==> config.mk <==
export PLATFORM = sky130hd
export DESIGN_NAME = block_transfer_unit
export DESIGN_NICKNAME = d
export VERILOG_FILES = /design/src/rtl/block_transfer_unit_pkg.sv /design/src/rtl/block_transfer_unit_priority_encoder16.sv /design/src/rtl/block_transfer_unit.sv
export SDC_FILE = /design/constraint.sdc
export NUM_CORES = 1
export LEC_CHECK = 0
export ABC_CLOCK_PERIOD_IN_PS = 5450
export BUFFER_PORTS_ARGS = -buffer_cell sky130_fd_sc_hd__buf_4
export CAP_MARGIN = 20
export CORE_ASPECT_RATIO = 1.5
export CORE_MARGIN = 5
export CORE_UTILIZATION = 50
export DETAILED_ROUTE_END_ITERATION = 10
export PLACE_DENSITY = 0.95
export SYNTH_ARGS = -nofsm -noshare
export SYNTH_HDL_FRONTEND = slang
export SYNTH_SLANG_ARGS = --single-unit
export TNS_END_PERCENT = 5
==> constraint.sdc <==
create_clock -name clk -period 5.45 [get_ports clk]
set_input_delay 0.2725 -clock clk [delete_from_list [all_inputs] [get_ports clk]]
set_output_delay 0.2725 -clock clk [all_outputs]
set_load 0.03 [all_outputs]
==> src/rtl/block_transfer_unit_pkg.sv <==
// Shared definitions for the block transfer unit: FSM states and
// architectural constants used by the top level and its helpers.
package block_transfer_unit_pkg;

    typedef enum logic [1:0] {
        IDLE   = 2'd0,
        XFER   = 2'd1,
        WRBACK = 2'd2,
        DONE   = 2'd3
    } xferState_t;

    localparam logic [3:0]  REG_PC     = 4'd15;
    localparam logic [31:0] WORD_BYTES = 32'd4;

endpackage

==> src/rtl/block_transfer_unit_priority_encoder16.sv <==
// Lowest-set-bit finder: returns the index of the least significant set bit
// of a 16-bit mask, with valid low when the mask is empty.
module priority_encoder16 (
    input  logic [15:0] mask,
    output logic [3:0]  index,
    output logic        valid
);

    always_comb begin
        index = '0;
        valid = |mask;
        // Walk from the top so the lowest set bit is the last one written.
        for (int i = 15; i >= 0; i--) begin
            if (mask[i]) begin
                index = 4'(i);
            end
        end
    end

endmodule

==> src/rtl/block_transfer_unit.sv <==
// Load/store-multiple sequencer: walks a 16-bit register mask lowest-first,
// issuing one word memory request per selected register, with optional base writeback.
module block_transfer_unit
    import block_transfer_unit_pkg::*;
(
    input  logic        clk,
    input  logic        reset,
    input  logic        start,
    input  logic        isLoad,
    input  logic [15:0] regList,
    input  logic [31:0] baseAddr,
    input  logic [3:0]  baseReg,
    input  logic        writeBack,
    output logic [3:0]  regReadAddr,
    input  logic [31:0] regReadData,
    output logic        regWriteEnable,
    output logic [3:0]  regWriteDest,
    output logic [31:0] regWriteData,
    output logic        memReq,
    output logic        memWrite,
    output logic [31:0] memAddr,
    output logic [31:0] memWriteData,
    input  logic        memAck,
    input  logic [31:0] memReadData,
    output logic        busy,
    output logic        done,
    output logic        pcLoad
);

    xferState_t  state;
    xferState_t  nextState;
    logic [15:0] regMask;
    logic [31:0] curAddr;
    logic [3:0]  baseRegQ;
    logic        isLoadQ;
    logic        wbNeeded;

    logic [3:0]  curIdx;
    logic        curValid;
    logic [15:0] curBit;
    logic [15:0] remainMask;

    priority_encoder16 lowestSel (
        .mask  (regMask),
        .index (curIdx),
        .valid (curValid)
    );

    assign curBit     = 16'h0001 << curIdx;
    assign remainMask = regMask & ~curBit;

    // Control state: cleared asynchronously so a mid-transfer reset abandons the block.
    always_ff @(posedge clk or negedge reset) begin
        if (!reset) begin
            state    <= IDLE;
            regMask  <= '0;
            isLoadQ  <= 1'b0;
            wbNeeded <= 1'b0;
        end else begin
            state <= nextState;
            if (state == IDLE && start) begin
                regMask  <= regList;
                isLoadQ  <= isLoad;
                // A load that overwrites the base register keeps the loaded value.
                wbNeeded <= writeBack && !(isLoad && regList[baseReg]);
            end else if (state == XFER && memAck) begin
                regMask <= remainMask;
            end
        end
    end

    // Address and base index are only observed outside IDLE, so they carry no reset.
    always_ff @(posedge clk) begin
        if (state == IDLE && start) begin
            curAddr  <= baseAddr;
            baseRegQ <= baseReg;
        end else if (state == XFER && memAck) begin
            curAddr <= curAddr + WORD_BYTES;
        end
    end

    always_comb begin
        nextState      = state;
        regReadAddr    = '0;
        regWriteEnable = 1'b0;
        regWriteDest   = '0;
        regWriteData   = '0;
        memReq         = 1'b0;
        memWrite       = 1'b0;
        memAddr        = '0;
        memWriteData   = '0;
        busy           = 1'b0;
        done           = 1'b0;
        pcLoad         = 1'b0;

        case (state)
            IDLE: begin
                if (start) begin
                    nextState = (regList != 16'h0000) ? XFER : DONE;
                end
            end
            XFER: begin
                busy     = 1'b1;
                memReq   = curValid;
                memWrite = !isLoadQ;
                memAddr  = curAddr;
                if (!isLoadQ) begin
                    regReadAddr  = curIdx;
                    memWriteData = regReadData;
                end
                if (memAck) begin
                    if (isLoadQ) begin
                        regWriteEnable = 1'b1;
                        regWriteDest   = curIdx;
                        regWriteData   = memReadData;
                        pcLoad         = (curIdx == REG_PC);
                    end
                    if (remainMask == 16'h0000) begin
                        nextState = wbNeeded ? WRBACK : DONE;
                    end
                end
            end
            WRBACK: begin
                // After the last ack curAddr already equals base + 4 * popcount(regList).
                busy           = 1'b1;
                regWriteEnable = 1'b1;
                regWriteDest   = baseRegQ;
                regWriteData   = curAddr;
                nextState      = DONE;
            end
            DONE: begin
                done      = 1'b1;
                nextState = IDLE;
            end
            default: nextState = IDLE;
        endcase
    end

endmodule

* Yosys cells after proc, flatten, opt, wreduce, memory -nomap -nowiden
Cells that the tools add are included.
** Storage, ports and cells
- Bits in registers :: 56
- Input bits :: 122
** Cells by class
- Reduce and logical (&&, ||, !) cells :: 13
- Bitwise logic cells :: 2
- Mux-type cells :: 49
- Add/subtract/negate cells :: 1
- Eq/ne operators :: 7
- Shifts and indexed selects :: 1
- Order comparisons :: 1
** Operators with widths (number)
- 32-bit 2-to-1 mux :: 7
- 4-bit 2-to-1 mux :: 20
- 32-bit one-hot mux with 2 select lines :: 1
- 32-bit by 3-bit adder with 32-bit output, second input constant :: 1
- 16-bit 2-to-1 mux :: 2
- 16-bit AND :: 1
- 16-bit zero test :: 1
- 16-bit inverter :: 1
- 16-bit nonzero test :: 1
- 16-bit OR reduction :: 1
- 1-bit by 4-bit << shifter with 16-bit output, first input constant :: 1
- 1-bit 2-to-1 mux :: 11
- 2-bit 2-to-1 mux :: 4
- 2-bit one-hot mux with 4 select lines :: 1
- 4-bit one-hot mux with 2 select lines :: 1
- 4-bit by 5-bit less-than comparator with 1-bit output, second input constant :: 1
- 1-bit binary-select mux with 4-bit select :: 1
- 2-bit equality test, second input constant :: 2
- 4-bit equality test, second input constant :: 1
- 1-bit logical AND :: 4
- 2-bit inequality test, second input constant :: 2
- 3-bit AND reduction :: 1
- 2-bit by 1-bit equality test with 1-bit output, second input constant :: 1
- 1-bit zero test :: 2
- other kinds (5) :: 5

* Depth between registers and ports, before layout
- Depth after elaboration :: 23
- Mapped depth :: 9
- Mapped depth without buffers :: 7

* Modules after synthesis
From an unflattened synthesis, not the netlist that was laid out.
** Second synthesis, totals
- Cell total of the unflattened synthesis :: 554
- Area total of the unflattened synthesis :: 4669.5 um^2
** Modules (own cells, without submodules)
- block_transfer_unit :: times used 1, sequential area each 1581.5 um^2, cells an instance 520, area an instance 4493.1 um^2
- priority_encoder16 :: times used 1, sequential area each 0.0 um^2, cells an instance 34, area an instance 176.4 um^2

* Least setup slack after synthesis
No wires, ideal clock.
- Path kind :: register to output
- From :: register regMask[3]
- To :: output port pcLoad
- Path slack :: 3.019 ns
- Required time :: 5.178 ns
- Path buffers :: 2
- Cell stages (with the launch flop) :: 7
- Data arrival time :: 2.159 ns
- Cell sequence :: dfrtp_1 buf_6 or4_4 buf_6 nor3_2 nand2_1 nor3_1
** On the way
- Longest elaborated chain between the ends :: 8
** Ends and longest elaborated chain
- start, declared :: line block_transfer_unit.sv:32 : logic [15:0] regMask;
- start signal, assigned :: line block_transfer_unit.sv:62 : regMask <= regList;
- start signal, assigned :: line block_transfer_unit.sv:67 : regMask <= remainMask;
- 4-bit 2-to-1 mux (4 in series) :: line block_transfer_unit_priority_encoder16.sv:14 : if (mask[i]) begin
- 4-bit equality test :: line block_transfer_unit.sv:116 : pcLoad = (curIdx == REG_PC);
- 1-bit 2-to-1 mux :: line block_transfer_unit.sv:112 : if (isLoadQ) begin
- 1-bit 2-to-1 mux :: line block_transfer_unit.sv:111 : if (memAck) begin
- 1-bit 2-to-1 mux :: line block_transfer_unit.sv:96 : case (state)
- end, declared :: line block_transfer_unit.sv:27 : output logic pcLoad
No other way between the ends.

* Final worst setup path
- From :: register state[1]
- To :: output port regWriteData[8]
** On the way
- Longest elaborated chain between the ends :: 2
- Elaborated cells on any way between the ends :: 3
- Those cells by class :: eq/ne (2); mux (1)
** Ends and longest elaborated chain
- start, declared :: line block_transfer_unit.sv:30 : xferState_t state;
- start signal, assigned :: line block_transfer_unit.sv:60 : state <= nextState;
- 2-bit equality test / 2-bit by 1-bit equality test with 1-bit output (equally long branches) :: line block_transfer_unit.sv:96
- 32-bit one-hot mux with 2 select lines * :: line block_transfer_unit.sv:96
- end, declared :: line block_transfer_unit.sv:18 : output logic [31:0] regWriteData,
Mark *: on every way between the ends. The rest lies on a longest branch, timed or not.

==> metrics.md <==
| Metric | Value |
|---|---|
| Status | `completed` |
| Cells resized by post-CTS repair | `0` |
| Maximum Capacitance Violations | `0` |
| IO Pins | `roughly 230` |
| Worst r2r dst | `curAddr[6]` |
| # port buffers | `~230` |
| Hold_buf cts | `1` |
| Largest net degree at the start of global routing | `between 50 and 60` |
| Pleak | `~2.8 nW` |
| Worst r2r src | `state[0]` |
| Tightest Hold Check Type | `input pin to flop` |
| Fin util | `0.733` |
| Post-synth cell types | `approximately 60` |
| Fmax | `between 0.3 and 0.4 GHz` |
| Synth-to-layout area growth | `42.4%` |
| Post-DP HPWL | `14600 µm` |
| RePlAce Congestion | `0.926` |
| Share of layout cells above drive strength 1 | `0.351` |
| Antenna diodes | `0` |
| Clk_lat worst skew | `around 0.29 ns` |
| FF-to-FF setup slack | `around 2.7 ns` |
| Final hold vios | `0` |
| Min Tclk post-route | `roughly 3 ns` |
| Fin area | `about 0.0065 mm²` |
| VDD IR max | `~0.6 mV` |
| CTS tree | `yes` |
| Ys async rst share | `0.357` |
| CTS buffer count | `5` |
| Post-synth EDFFs | `36` |
| Worst Path Max Fanout | `31` |
| Sw frac | `0.526` |
| Internal power | `between 1.5 and 2 mW` |
| DRC viols | `0` |
| Seq/Total Area, Yosys | `0.346` |
| Initial antenna violation count | `0` |
| Design Power | `3.93 mW` |
| Die ar. | `about 0.011 mm²` |
| Die span in x | `slightly below 90 µm` |
| Core Box Area | `0.00888 mm²` |
| PD cells | `604 mW/mm²` |
| GRT Total Usage | `0.321` |
| Yosys top cell by area | `edfxtp_1` |
| Synth Warn # | `0` |
| Final ANT Viol Nets | `0` |
| Post CTS Setup Buffer Count | `0` |
| Reg2Reg Depth | `6` |
| Pre-Repair DR Iteration Count | `5` |
| Count leader, synth | `nand2_1` |
| CTS root buf | `clkbuf_16` |
| Final period utilization | `0.546` |
| Synth cell count leaders | `78 x nand2_1, 64 x and2_1, 46 x o21ai_0, 36 x edfxtp_1` |
| Syn_nets | `between 600 and 700` |
| Avg Inst Size Synth | `8.31 µm²` |
| Area after DPL | `roughly 0.0064 mm²` |
| Data arrival time of the worst path | `2.70 ns` |
| Sequential fraction of design power | `0.257` |
| Row Count | `between 40 and 50` |
| Die height | `between 100 and 150 µm` |
| Global route total overflow | `0` |
| First-pass GRT wire length | `about 28000 µm` |
| Nets@finish | `888` |
| Relative slew slack | `0.286` |
| Post-synth top area share | `0.237` |
| Initial core utilization | `0.515` |
| Leading post-synthesis cells by cell area | `edfxtp_1 24%, dfrtp_1 11%, and2_1 8.8%, nand2_1 6.4%, a22oi_1 5.4%` |
| Gate count of the mapped netlist | `550` |
| Final setup vio count | `0` |
| Post-synthesis register bit count | `56` |
| Routed WL | `around 18000 µm` |
| Comb power frac | `0.659` |
| Cells on Worst Hold Path | `3` |
| Clock power frac | `0.084` |
| Via count | `~5000` |
| WL/cell | `21.0 µm` |
| Main flop type after synthesis | `edfxtp_1` |
| Clock buffer depth | `2` |
| Htree depth | `2` |
| Slew @ Worst Pin | `between 1 and 1.5 ns` |
| RSZ-0062 raised after global routing | `false` |
| Iter 0 DRT Violations | `421` |
| Startpoint types | `flop` |
| Vias/cell | `~6` |
| Setup TNS | `0 ns` |
| Sink Count | `56` |
| Hold wc startpoint | `isLoad` |
| Hold EP | `isLoadQ` |
| Kind of end point of the critical path | `output pin` |
| Clock slew at reported path FFs | `0.07 ns` |
| Max-slew violation count | `0` |
| Clk_skew | `between 0.003 and 0.004 ns` |
| Cell Area, Synth | `0.00457 mm²` |
| Setup Crit Path Kind | `flop to output pin` |
| Vias in the first global route | `around 5100` |
| Data required, critical path | `between 5 and 6 ns` |
| Net load switching power | `2.07 mW` |
state kept, by name, indices dropped and copies added, names as in the netlist:
| signal | cells |
|---|---|
| regMask | 16 |
| isLoadQ | 1 |
| wbNeeded | 1 |
| curAddr | 32 |
| baseRegQ | 4 |
| state | 2 |
per-stage QoR:
| step | hold WS (ns) | std cells | setup slack, ns |
|---|---|---|---|
| 2_1_floorplan | -0.0231 | 550 | 3.02 |
| 4_1_cts | 0.176 | 871 | 2.51 |
| 6_report | 0.179 | 871 | 2.48 |
| 5_1_grt | 0.179 | 871 | 2.36 |
| 3_3_place_gp | 0.165 | 861 | 2.46 |
| 3_5_place_dp | 0.166 | 862 | 2.73 |
power by group through the flow:
| stage | clock network (mW) | logic [mW] | registers (mW) |
|---|---|---|---|
| finish | 0.329 | 2.59 | 1.01 |
| global route | 0.353 | 2.78 | 1.04 |
| CTS | 0.334 | 2.58 | 1.00 |
| detailed placement | 0 | 2.57 | 1.01 |
| global placement | 0 | 2.52 | 1.00 |
| floorplan | 0 | 1.78 | 0.887 |
worst max-delay path, cell delays in order, from the launching register on:
cell	delay, ns
dfrtp_1	0.41
inv_1	0.15
ha_1	0.17
buf_4	0.27
and3_1	0.63
buf_16	0.24
a22oi_1	0.11
nor2b_1	0.21
buf_4	0.20
layout by cell type (no fill, tap or decap), types with 2 or more instances in the layout:
cell,count
and2_1,64
nor2_1,35
nand2_1,78
a32o_1,2
or4_4,2
nand4_2,2
ha_1,6
o21ai_0,46
nand4_1,6
xnor2_1,20
nor3_1,11
clkbuf_16,5
buf_4,235
o211ai_1,4
edfxtp_1,36
nor2b_1,35
nor4_2,4
or2_2,2
dfrtp_1,20
o21ai_1,15
nand2b_1,4
a22oi_1,33
a31oi_1,4
a311oi_1,2
a21oi_1,7
inv_1,13
mux4_2,5
nand3_1,11
clkbuf_1,2
xor2_1,8
a221oi_2,2
and3_1,5
nor4_1,9
kinds of logic (layout without fill, tap and decap cells):
logic type	count (synthesis)	after routing	synth area share
multiplexers	6	6	0.0268
XOR/XNOR	28	28	0.0537
adder cells (fa/ha/maj)	7	7	0.0186
AND/OR/NAND/NOR	278	278	0.327
AO/OA/AOI/OAI	126	126	0.183
flip-flops	56	56	0.346
buffers and inverters	49	260	0.0446
per-layer routing:
layer,vias to the layer above,wire (µm),global-route usage,share of wire
li1,2365,-,-,-
met1,2359,5820,0.335,0.32
met2,359,9420,0.578,0.52
met3,62,1900,0.0689,0.10
met4,0,1150,0.186,0.063
met5,-,0,0,0
how the worst max path moves through the flow:
| stage | from | end | slack, ns |
|---|---|---|---|
| floorplan | regMask[3] | pcLoad | 3.02 |
| global placement | state[1] | regWriteData[8] | 2.46 |
| detailed placement | state[0] | curAddr[11] | 2.73 |
| CTS | state[1] | regWriteData[8] | 2.51 |
| global route | state[1] | regWriteData[11] | 2.36 |
| finish | state[1] | regWriteData[8] | 2.48 |
final cells by class:
cell class	instances	area, µm²
well taps	110	138
inverters	15	56.3
repair buffers	237	1800
multi-input cells	445	2780
clock buffers	8	146
fillers	665	2370
flip-flops and latches	56	1580
Power figures use the tool's default switching activity.
